===== src/rtl/mem_stage_ctrl.sv =====
// MEM-stage access sequencer: turns EX/MEM M-bits into a req/ack transaction with a
// multi-cycle data memory and stalls the upstream pipeline until it completes or aborts.
module mem_stage_ctrl #(
  parameter int TIMEOUT = 16,
  parameter int CNT_W   = 8
) (
  input  logic        clk_i,
  input  logic        rst_i,
  input  logic [1:0]  m_i,
  input  logic [31:0] addr_i,
  input  logic [31:0] wdata_i,
  output logic        mem_req_o,
  output logic        mem_we_o,
  output logic [31:0] mem_addr_o,
  output logic [31:0] mem_wdata_o,
  input  logic        mem_ack_i,
  input  logic [31:0] mem_rdata_i,
  output logic        stall_o,
  output logic [31:0] rdata_o,
  output logic        err_o,
  output logic [31:0] stall_cnt_o
);

  typedef enum logic [1:0] {
    IDLE = 2'd0,
    BUSY = 2'd1,
    DONE = 2'd2
  } state_t;

  localparam logic [CNT_W-1:0] TMO_LAST_C = CNT_W'(TIMEOUT - 1);

  state_t           state_r;
  logic [CNT_W-1:0] tmo_cnt_r;
  logic             op_s;
  logic             illegal_s;
  logic             timeout_s;

  // Decode the pending op and the abort condition for the current cycle.
  always_comb begin
    op_s      = (m_i != 2'b00);
    illegal_s = (m_i == 2'b11) || (addr_i[1:0] != 2'b00);
    timeout_s = (tmo_cnt_r == TMO_LAST_C);
  end

  // Stall is forced low while reset is applied so the pipeline never sees a stale hold.
  assign stall_o = ~rst_i & (((state_r == IDLE) & op_s) | (state_r == BUSY));

  // Transaction sequencer with registered memory-side and result outputs.
  always_ff @(posedge clk_i) begin
    if (rst_i) begin
      state_r     <= IDLE;
      tmo_cnt_r   <= '0;
      mem_req_o   <= 1'b0;
      mem_we_o    <= 1'b0;
      mem_addr_o  <= 32'h0000_0000;
      mem_wdata_o <= 32'h0000_0000;
      rdata_o     <= 32'h0000_0000;
      err_o       <= 1'b0;
    end else begin
      err_o <= 1'b0;
      case (state_r)
        IDLE: begin
          if (op_s) begin
            if (illegal_s) begin
              err_o   <= 1'b1;
              state_r <= DONE;
            end else begin
              mem_req_o   <= 1'b1;
              mem_we_o    <= m_i[0];
              mem_addr_o  <= addr_i;
              mem_wdata_o <= wdata_i;
              tmo_cnt_r   <= '0;
              state_r     <= BUSY;
            end
          end else begin
            state_r <= IDLE;
          end
        end
        BUSY: begin
          // An ack in the final timeout cycle still completes the access normally.
          if (mem_ack_i) begin
            if (!mem_we_o) begin
              rdata_o <= mem_rdata_i;
            end else begin
              rdata_o <= rdata_o;
            end
            mem_req_o <= 1'b0;
            state_r   <= DONE;
          end else if (timeout_s) begin
            mem_req_o <= 1'b0;
            rdata_o   <= 32'h0000_0000;
            err_o     <= 1'b1;
            state_r   <= DONE;
          end else begin
            tmo_cnt_r <= tmo_cnt_r + CNT_W'(1);
          end
        end
        DONE: begin
          state_r <= IDLE;
        end
        default: begin
          mem_req_o <= 1'b0;
          state_r   <= IDLE;
        end
      endcase
    end
  end

  // Saturating count of stalled cycles.
  always_ff @(posedge clk_i) begin
    if (rst_i) begin
      stall_cnt_o <= 32'h0000_0000;
    end else if (stall_o && (stall_cnt_o != 32'hFFFF_FFFF)) begin
      stall_cnt_o <= stall_cnt_o + 32'd1;
    end else begin
      stall_cnt_o <= stall_cnt_o;
    end
  end

endmodule


===== config.mk =====
export PLATFORM = sky130hd
export DESIGN_NAME = mem_stage_ctrl
export DESIGN_NICKNAME = d
export VERILOG_FILES = /design/src/rtl/mem_stage_ctrl.sv
export SDC_FILE = /design/constraint.sdc
export NUM_CORES = 1
export LEC_CHECK = 0
export BUFFER_PORTS_ARGS = -buffer_cell sky130_fd_sc_hd__buf_2
export CELL_PAD_IN_SITES_DETAIL_PLACEMENT = 0
export CELL_PAD_IN_SITES_GLOBAL_PLACEMENT = 1
export CORE_AREA = 8 8 143 145
export DETAILED_ROUTE_END_ITERATION = 10
export DIE_AREA = 0 0 151 153
export GPL_TIMING_DRIVEN = 0
export PLACE_DENSITY_LB_ADDON = 0.1
export SKIP_CTS_REPAIR_TIMING = 1
export SYNTH_ARGS = -nofsm -noshare
export SYNTH_HDL_FRONTEND = slang
export SYNTH_SLANG_ARGS = --single-unit

===== constraint.sdc =====
create_clock -name clk_i -period 2.1 [get_ports clk_i]
set_input_delay 0.525 -clock clk_i [delete_from_list [all_inputs] [get_ports clk_i]]
set_output_delay 0.525 -clock clk_i [all_outputs]
set_load 0.01 [all_outputs]

==> results.txt, run 1 <==
- The flow ran to the end, and the final reports show no timing, DRC or antenna violations.
* Post-detailed-routing wire length: 19,830 um
- In this run the most used layer during global routing was met2.
- Max Clock Skew: roughly 0.011 ns
* Number of iterations in the first detailed-routing pass: 4
- Of the total synthesized cell area, the portion taken by AND, OR, NAND and NOR gates is between 20 and 30%.
* Global-route wire length before repair: 31,120 um
- Counting distinct cell types in the post-synthesis netlist gives 50.
- Total DRC errors in the routed layout: 0
- Number of clock buffers inserted by TritonCTS: 17
- Final Hold Violating Endpoints: 0
* Starting DRT DRC Count: 260
- Worst EP arrival: ~1.5 ns
- Cell with the largest stage delay on the worst path: or3_1
* Site row count: 50
* Critical Path Source Type: register
* Worst reg2reg setup slack: roughly 0.1 ns
- Average cell area after synthesis: ~8.4 um^2
- The die covers approximately 23,000 um^2.
- The clock tree synthesis step divided the H-tree into 4 levels.
- Top_reg_cell synth: dfxtp_1
- Post-Route Setup TNS: 0 ns
- The min-delay analysis places its worst path in the category input pin to register.
- Yosys top cell area share: 50.72%
- Unrepaired setup endpoints after global routing: no
- Min-Delay Path Depth: 3
* Power spent charging and discharging nets: between 1.5 and 2 mW
* Fraction of final layout cells sized beyond drive strength 1: 32.62%
- Entering global routing, the biggest net connects 17 pins.
- Post-synthesis instance area: between 5000 and 6000 um^2
* RR Endpoint: stall_cnt_o[21]$_SDFFE_PP0P_
- Die span in y: around 150 um
- Data on the critical path is required at its endpoint by approximately 1.6 ns.
- TritonCTS clock tree: yes
- Combinational family with the most area after synthesis: simple AND/OR/NAND/NOR gates
* Number of global-route vias before repair: between 5k and 6k
- The final count of pins violating max slew was 0.
* Syn nets: approximately 770
- Clock transition at path regs: ~0.060 ns
- Sequential elements use roughly half of the synthesized area.
- Count of warnings emitted by yosys: 0
* Global-route total usage across every layer: 17.04%
- For this run the aggregate overflow at the end of global routing stands at 0.
* Xor-xnor portion of the synthesized cell area: 0.9442%
- Setup-failing EPs final: 0
* Post-DRT Antenna Nets: 0
* Maximum capacitance violations: 0
- Worst slew pin tran: 0.6836 ns
- For this design, the sink count on the clock tree is approximately 140.
* Final period util: 95.63%
- For the worst-skew pair, the clock arrives at the later sink with an insertion delay of between 0.4 and 0.5 ns.
- Period minus WS final: about 2 ns
* Kind of critical path: register to primary output
- Flop pwr share: a little over two fifths
* Area of the multi-input gates: ~2600 um^2
- Wirelength per Cell: 16.95 um
- Proportion of synthesized flip-flops having asynchronous set or reset: 0%
- Synthesis handed over a netlist of between 600 and 700 instances.
- Synth area leaders: dfxtp_1 51%, nand2_1 10%, a21oi_1 8.1%
- Proportion of power drawn by the clock network: 49.8%
* Met1 track demand over resource: 18.39%
- Initial antenna violation count: 5
- WP buf/inv: 2
* Gp weighted congestion: about 0.8
* Net Sw Frac: 23.62%
- The startpoint identified for the worst register-to-register timing path is stall_cnt_o[5]$_SDFFE_PP0P_.
- On the critical path the largest part of the delay comes from simple AND/OR/NAND/NOR gates.
- Across all hold checks on the routed design, the worst slack comes to between 0.3 and 0.4 ns.
- Detailed placement HPWL: 15,260 um
- The critical path goes through or3_1, nand2_1, inv_1, buf_2.
- Summing the areas of all compound-gate instances in the mapped netlist gives 18.05% of the synthesized area.
- Vias post-DR: just under 6k
- The worst register-to-register path has a depth of 7.
* Vias/cell: around 4.9
- The internal portion of the total power is a little under 5 mW.
* Setup crit end kind: primary output
- Share of the core filled with cells: a little over two fifths
* Maximum fanout along the worst path: 8
- For met3 alone, demand over resource in global routing was 8.267%.
- Of all cell types, the one taking the most synthesized area is dfxtp_1.
- Top-level port count: 233
- Area taken by flip-flops and latches: 2836 um^2
* Net count of the finished layout: between 1k and 1.5k
- Number of flops mapped to enable cells by yosys: 0
- After filler insertion, the fill cell instance count of the layout stands at between 1.5k and 2k.
- Headroom to the max-slew limit came out at 54.21%.
* Power Dens Cells: approximately 830 nW/um^2
- Timing would allow up to around 500 MHz.
* Mux cell area share after synthesis: less than 1%
* Total core area: around 18,000 um^2
* Static leakage: 3.376 nW
- IR analysis of the VDD net gives a maximum drop of between 0.0005 and 0.0006 V.
* Worst hold path startpoint: wdata_i[17]
- Horiz. Die Dim: between 150 and 200 um
- Sink of the worst hold path: mem_wdata_o[17]$_SDFFE_PP0P_
- Combinational share of power: between 7 and 8%
- Largest stage delay, worst path: about 0.39 ns
* Clock tree root buffer cell: clkbuf_16
- Register bit total from synthesis: 141
* Number of buffers on the longest clock path: 2
* Number of port buffers: roughly 230
- Area growth from synthesis to layout: 40.58%
* Initial core utilization: a little under a third
* Adder-Cell Fraction of Synth Area: 0.4496%
- Global Route met2 Usage: 28.29%
[tightest hold or removal path, cell delays in order]
cell	delay [ns]
buf_2	0.09
nand2_1	0.04
a21oi_1	0.05
[routing by layer]
layer	vias up	part of all wire, %
met4	8	2.4
met3	43	9.3
met2	181	49
met1	2686	39
met5	-	0.22
li1	2846	-
[through the flow]
stage	instance area [um^2]	total power, mW	worst slack [ns]	std cells
3_5_place_dp	7019	3.323	-0.3758	1129
6_report	7824	6.495	0.09174	1170
5_1_grt	7824	6.783	0.008525	1170
3_3_place_gp	7019	3.313	-0.3403	1129
2_1_floorplan	5565	3.068	0.001551	663
4_1_cts	7652	6.581	-0.2785	1161
[cell usage after synthesis, types with 2 or more instances]
master,instances
nand2_1,148
dfxtp_1,141
a21oi_1,90
nor2_1,53
clkbuf_1,35
a22oi_1,33
nand3_1,19
o21ai_0,19
and3_1,12
or3_1,12
nand4_1,11
o31ai_1,7
inv_1,6
nor3_1,5
or4_1,5
and2_1,4
and4_1,4
nor4_1,4
a311oi_1,3
mux2i_1,3
nand4b_1,3
nor2b_1,3
o21a_1,3
xnor2_1,3
xor2_1,3
a211o_1,2
a211oi_1,2
a31oi_1,2
buf_6,2
ha_1,2
mux2_1,2
nand2b_1,2
nor3b_1,2
o31a_1,2
[layout by cell type (no fill, tap or decap), drive strengths merged, types with 12 or more instances in the layout]
cell type / count
a21oi: 90
a22oi: 33
and3: 12
buf: 244
clkbuf: 54
dfxtp: 141
nand2: 149
nand3: 19
nand4: 12
nor2: 53
o21ai: 20
or3: 13
[sequential cells by signal, summed over array words and instances (netlist names)]
name,flops
rdata_o,32
mem_we_o,1
mem_req_o,1
err_o,1
stall_cnt_o,32
state_r,2
mem_wdata_o,32
tmo_cnt_r,8
mem_addr_o,32
[worst max path at each step]
stage / startpoint / to / slack [ns] / cells past startpoint
6_report: state_r[0]$_SDFFE_PP0P_ / stall_o / 0.09 / 4
5_1_grt: stall_cnt_o[11]$_SDFFE_PP0P_ / stall_cnt_o[22]$_SDFFE_PP0P_ / 0.009 / 5
4_1_cts: stall_cnt_o[0]$_SDFFE_PP0P_ / stall_cnt_o[30]$_SDFFE_PP0P_ / -0.28 / 6
3_5_place_dp: rst_i / mem_addr_o[15]$_SDFFE_PP0P_ / -0.38 / 5
3_3_place_gp: rst_i / stall_cnt_o[30]$_SDFFE_PP0P_ / -0.34 / 6
2_1_floorplan: stall_cnt_o[0]$_SDFFE_PP0P_ / stall_cnt_o[16]$_SDFFE_PP0P_ / 0.002 / 6
[power groups by stage]
| stage | logic [mW] | registers, mW | clock network [mW] |
|---|---|---|---|
| after detailed placement | 0.481 | 2.84 | 0 |
| final | 0.476 | 2.79 | 3.23 |
| after global placement | 0.474 | 2.84 | 0 |
| after floorplan | 0.198 | 2.87 | 0 |
| after CTS | 0.483 | 2.78 | 3.32 |
| after global routing | 0.533 | 2.79 | 3.46 |
[cell families after synthesis]
kind of cell             Yosys count
adder cells (fa/ha/maj)            2
flip-flops                       141
AO/OA/AOI/OAI                    167
AND/OR/NAND/NOR                  297
XOR/XNOR                           6
buffers and inverters             45
multiplexers                       5
[final cells by class]
| class | instances | area share (%) |
|---|---|---|
| inverters | 6 | 0.2879 |
| plain buffers | 39 | 2.223 |
| diodes | 1 | 0.03198 |
| clock inverters | 13 | 2.431 |
| clock buffers | 19 | 5.661 |
| flip-flops and latches | 141 | 36.25 |
| multi-input cells | 477 | 33.60 |
| well taps | 234 | 3.742 |
| repair buffers | 240 | 15.77 |
Note: power is estimated with default switching activity, not from simulation.
==> run 2, diff against run 1 <==
REMOVE_ABC_BUFFERS = 1   (was not set)
==> run 2 against run 1 <==
Effect of this change:
- total power down 2.4%
- fmax down 1.1%
- clock skew down 0.0048 ns
- hold slack better by 0.0010 ns
- clock-buffer cell count down 1
- die area unchanged
- critical endpoint is now stall_cnt_o[21]$_SDFFE_PP0P_
==> results.txt, run 2 (same netlist as run 1, synthesis figures left out) <==
- The number of max-cap violations is 0 (unchanged).
- Largest net degree at the start of global routing: 72 (+55)
- The count of buffers inserted at the top-level ports came to 232 (unchanged).
- The setup skew after layout came to 0.005796 ns (-0.004801 ns).
- The average wire per standard cell came to 16.36 um (-3.5%).
- met2 is the most crowded layer.
* Global Route met2 Usage: 26.05% (-2.2 points)
* Detailed placement HPWL: 13,570 um (-11%)
* Antenna diode count: 0 (-1)
- The total area of sequential cells came to 2828 um^2 (-0.31%).
- Setup crit end kind: register
- Num Clock Sinks: 141 (unchanged)
- Power spent charging and discharging nets: 1.499 mW (-2.3%)
- The portion of the clock cycle consumed by the worst path in the final layout came to 96.73% (+1.1 points).
- Area growth from synthesis to layout: 40.02%
- The clock latency of the later-clocked register in the worst-skew pair came to 0.41 ns (about the same).
- Global-route wire length before repair: 29,250 um (-6.0%)
- The maximum level of the CTS H-tree came to 4 (unchanged).
- Combinational share of power: 7.4% (about the same)
- Initial core utilization: 30.47% (unchanged)
- The worst setup path is launched from a register.
* Starting DRT DRC Count: 288 (+11%)
- Area of the multi-input gates: 2649 um^2 (+0.76%)
- Fin. max-slew vios: 0 (unchanged)
- The final weighted congestion of routability-driven global placement came to 0.7316 (-6.8%).
* Site row count: 50 (unchanged)
* Top achievable clock speed: 492.3 MHz (-1.1%)
- The maximum net fanout on the critical path came to 15 (+7).
- Post-detailed-routing wire length: 18,650 um (-6.0%)
- Top-level port count: 233 (unchanged)
- Final Hold Violating Endpoints: 0 (unchanged)
- Number of buffers on the longest clock path: 2 (unchanged)
- The number of clock buffers inserted by TritonCTS was 17 (unchanged).
- Setup-failing EPs final: 0 (unchanged)
- The required time of the critical path is 2.41 ns (+0.84 ns).
- Worst Slack Setup Final: 0.06873 ns (-0.02301 ns)
- The count of antenna-violating nets left after detailed routing came to 0 (unchanged).
* Overflow after GRT: 0 (unchanged)
* Initial antenna violation count: 5 (unchanged)
- The relative contribution of the clock network to total power came to 48.6% (-1.2 points).
- The data arrival time of the worst path was 2.34 ns (+0.86 ns).
- Internal power of the cells: 4.841 mW (-2.4%)
- Power Dens Cells: 813.6 nW/um^2 (-2.0%)
- Area of the die: 23,100 um^2 (unchanged)
* Worst reg2reg setup slack: 0.07 ns (-0.03 ns)
- The global-route usage over all layers came to 15.73% (-1.3 points).
- Remaining max-slew budget at the tightest pin: 53.99% (-0.22 points)
* Total DRC errors in the routed layout: 0 (unchanged)
- Number of global-route vias before repair: 5,515 (-3.7%)
* Net Sw Frac: 23.64% (about the same)
* Flop pwr share: 43.9% (+1.0 points)
- Worst IR Drop VDD: 0.0005551 V (+3.2%)
- Worst setup slack before clock tree synthesis: -0.7466 ns (-0.3708 ns)
* Clock transition at path regs: 0.06 ns (about the same)
* Share of the core filled with cells: 42.66% (-0.17 points)
* Worst slew pin tran: 0.6869 ns (+0.003293 ns)
- Period minus WS final: 2.031 ns (+0.02301 ns)
- Static leakage: 3.381 nW (+0.14%)
- Met3 Use GR: 7.145% (-1.1 points)
- Met1 track demand over resource: 17.54% (-0.86 points)
- The run finished with clean final reports.
- Number of iterations in the first detailed-routing pass: 4 (unchanged)
- Kind of critical path: register to register
- Total core area: 18,270 um^2 (unchanged)
- The setup TNS is 0 ns (unchanged).
* Net count of the finished layout: 997 (-2.7%)
- Commonest cells after routing, fill and taps aside: 231 x buf_2, 148 x nand2_1, 137 x dfxtp_1
- Fraction of final layout cells sized beyond drive strength 1: 33.77% (+1.2 points)
- Horiz. Die Dim: 151 um (unchanged)
- In this run the worst hold path is classified as input pin to register.
- Setup repair after global routing could not meet its margin everywhere.
- The total of fill cells in the finished design came to 1,883 (-1.5%).
- Die span in y: 153 um (unchanged)
* TritonCTS clock tree: yes
- Vias post-DR: 5,604 (-2.8%)
* Clock tree root buffer cell: clkbuf_16
* Vias/cell: 4.916 (-0.22%)
- Most common cell after layout, fill and taps aside: buf_2
[run 2: power by group through the flow]
| stage | Combinational (mW) | Clock, mW | Sequential (mW) |
|---|---|---|---|
| finish | 0.471 | 3.08 | 2.78 |
| global route | 0.523 | 3.29 | 2.79 |
| CTS | 0.474 | 3.16 | 2.78 |
| detailed placement | 0.473 | 0 | 2.84 |
| global placement | 0.447 | 0 | 2.84 |
| floorplan | 0.157 | 0 | 2.87 |
[run 2: worst max-delay path: stages (launching register included)]
cell and delay (ns):
dfxtp_2 0.37, ha_1 0.21, nand3_2 0.14, or3_4 0.42
buf_4 0.17, o31ai_4 0.20, buf_12 0.18, nor4_1 0.06
o21a_1 0.17
[run 2: worst paths after layout]
kind                          startpoint                           end  cells after the start
max          stall_cnt_o[0]$_SDFFE_PP0P_  stall_cnt_o[21]$_SDFFE_PP0P_                      8
max reg2reg  stall_cnt_o[0]$_SDFFE_PP0P_  stall_cnt_o[21]$_SDFFE_PP0P_                      8
min reg2reg   mem_addr_o[4]$_SDFFE_PP0P_    mem_addr_o[4]$_SDFFE_PP0P_                      2
min                          wdata_i[30]  mem_wdata_o[30]$_SDFFE_PP0P_                      3
[run 2: final cells by class]
cell class | count | share of cell area, %
Multi-Input combinational cell | 478 | 33.99
Clock buffer | 18 | 5.636
Timing Repair Buffer | 250 | 17.90
Tap cell | 234 | 3.757
Clock inverter | 13 | 2.136
Sequential cell | 141 | 36.29
Inverter | 6 | 0.2890
[run 2: through the flow]
stage	power, mW	cells	hold WS (ns)	instance area (um^2)
after floorplan	3.027	624	0.4320	5403
after global placement	3.285	1090	0.4401	6857
after detailed placement	3.314	1094	0.4434	6967
after CTS	6.419	1125	0.3188	7572
after global routing	6.605	1140	0.3220	7792
final	6.340	1140	0.3413	7792
[run 2: per-layer routing]
layer / vias up / share of wire, %
met5: - / 0.36
met4: 10 / 1.9
met3: 35 / 8.1
met2: 153 / 48
met1: 2619 / 41
li1: 2787 / -
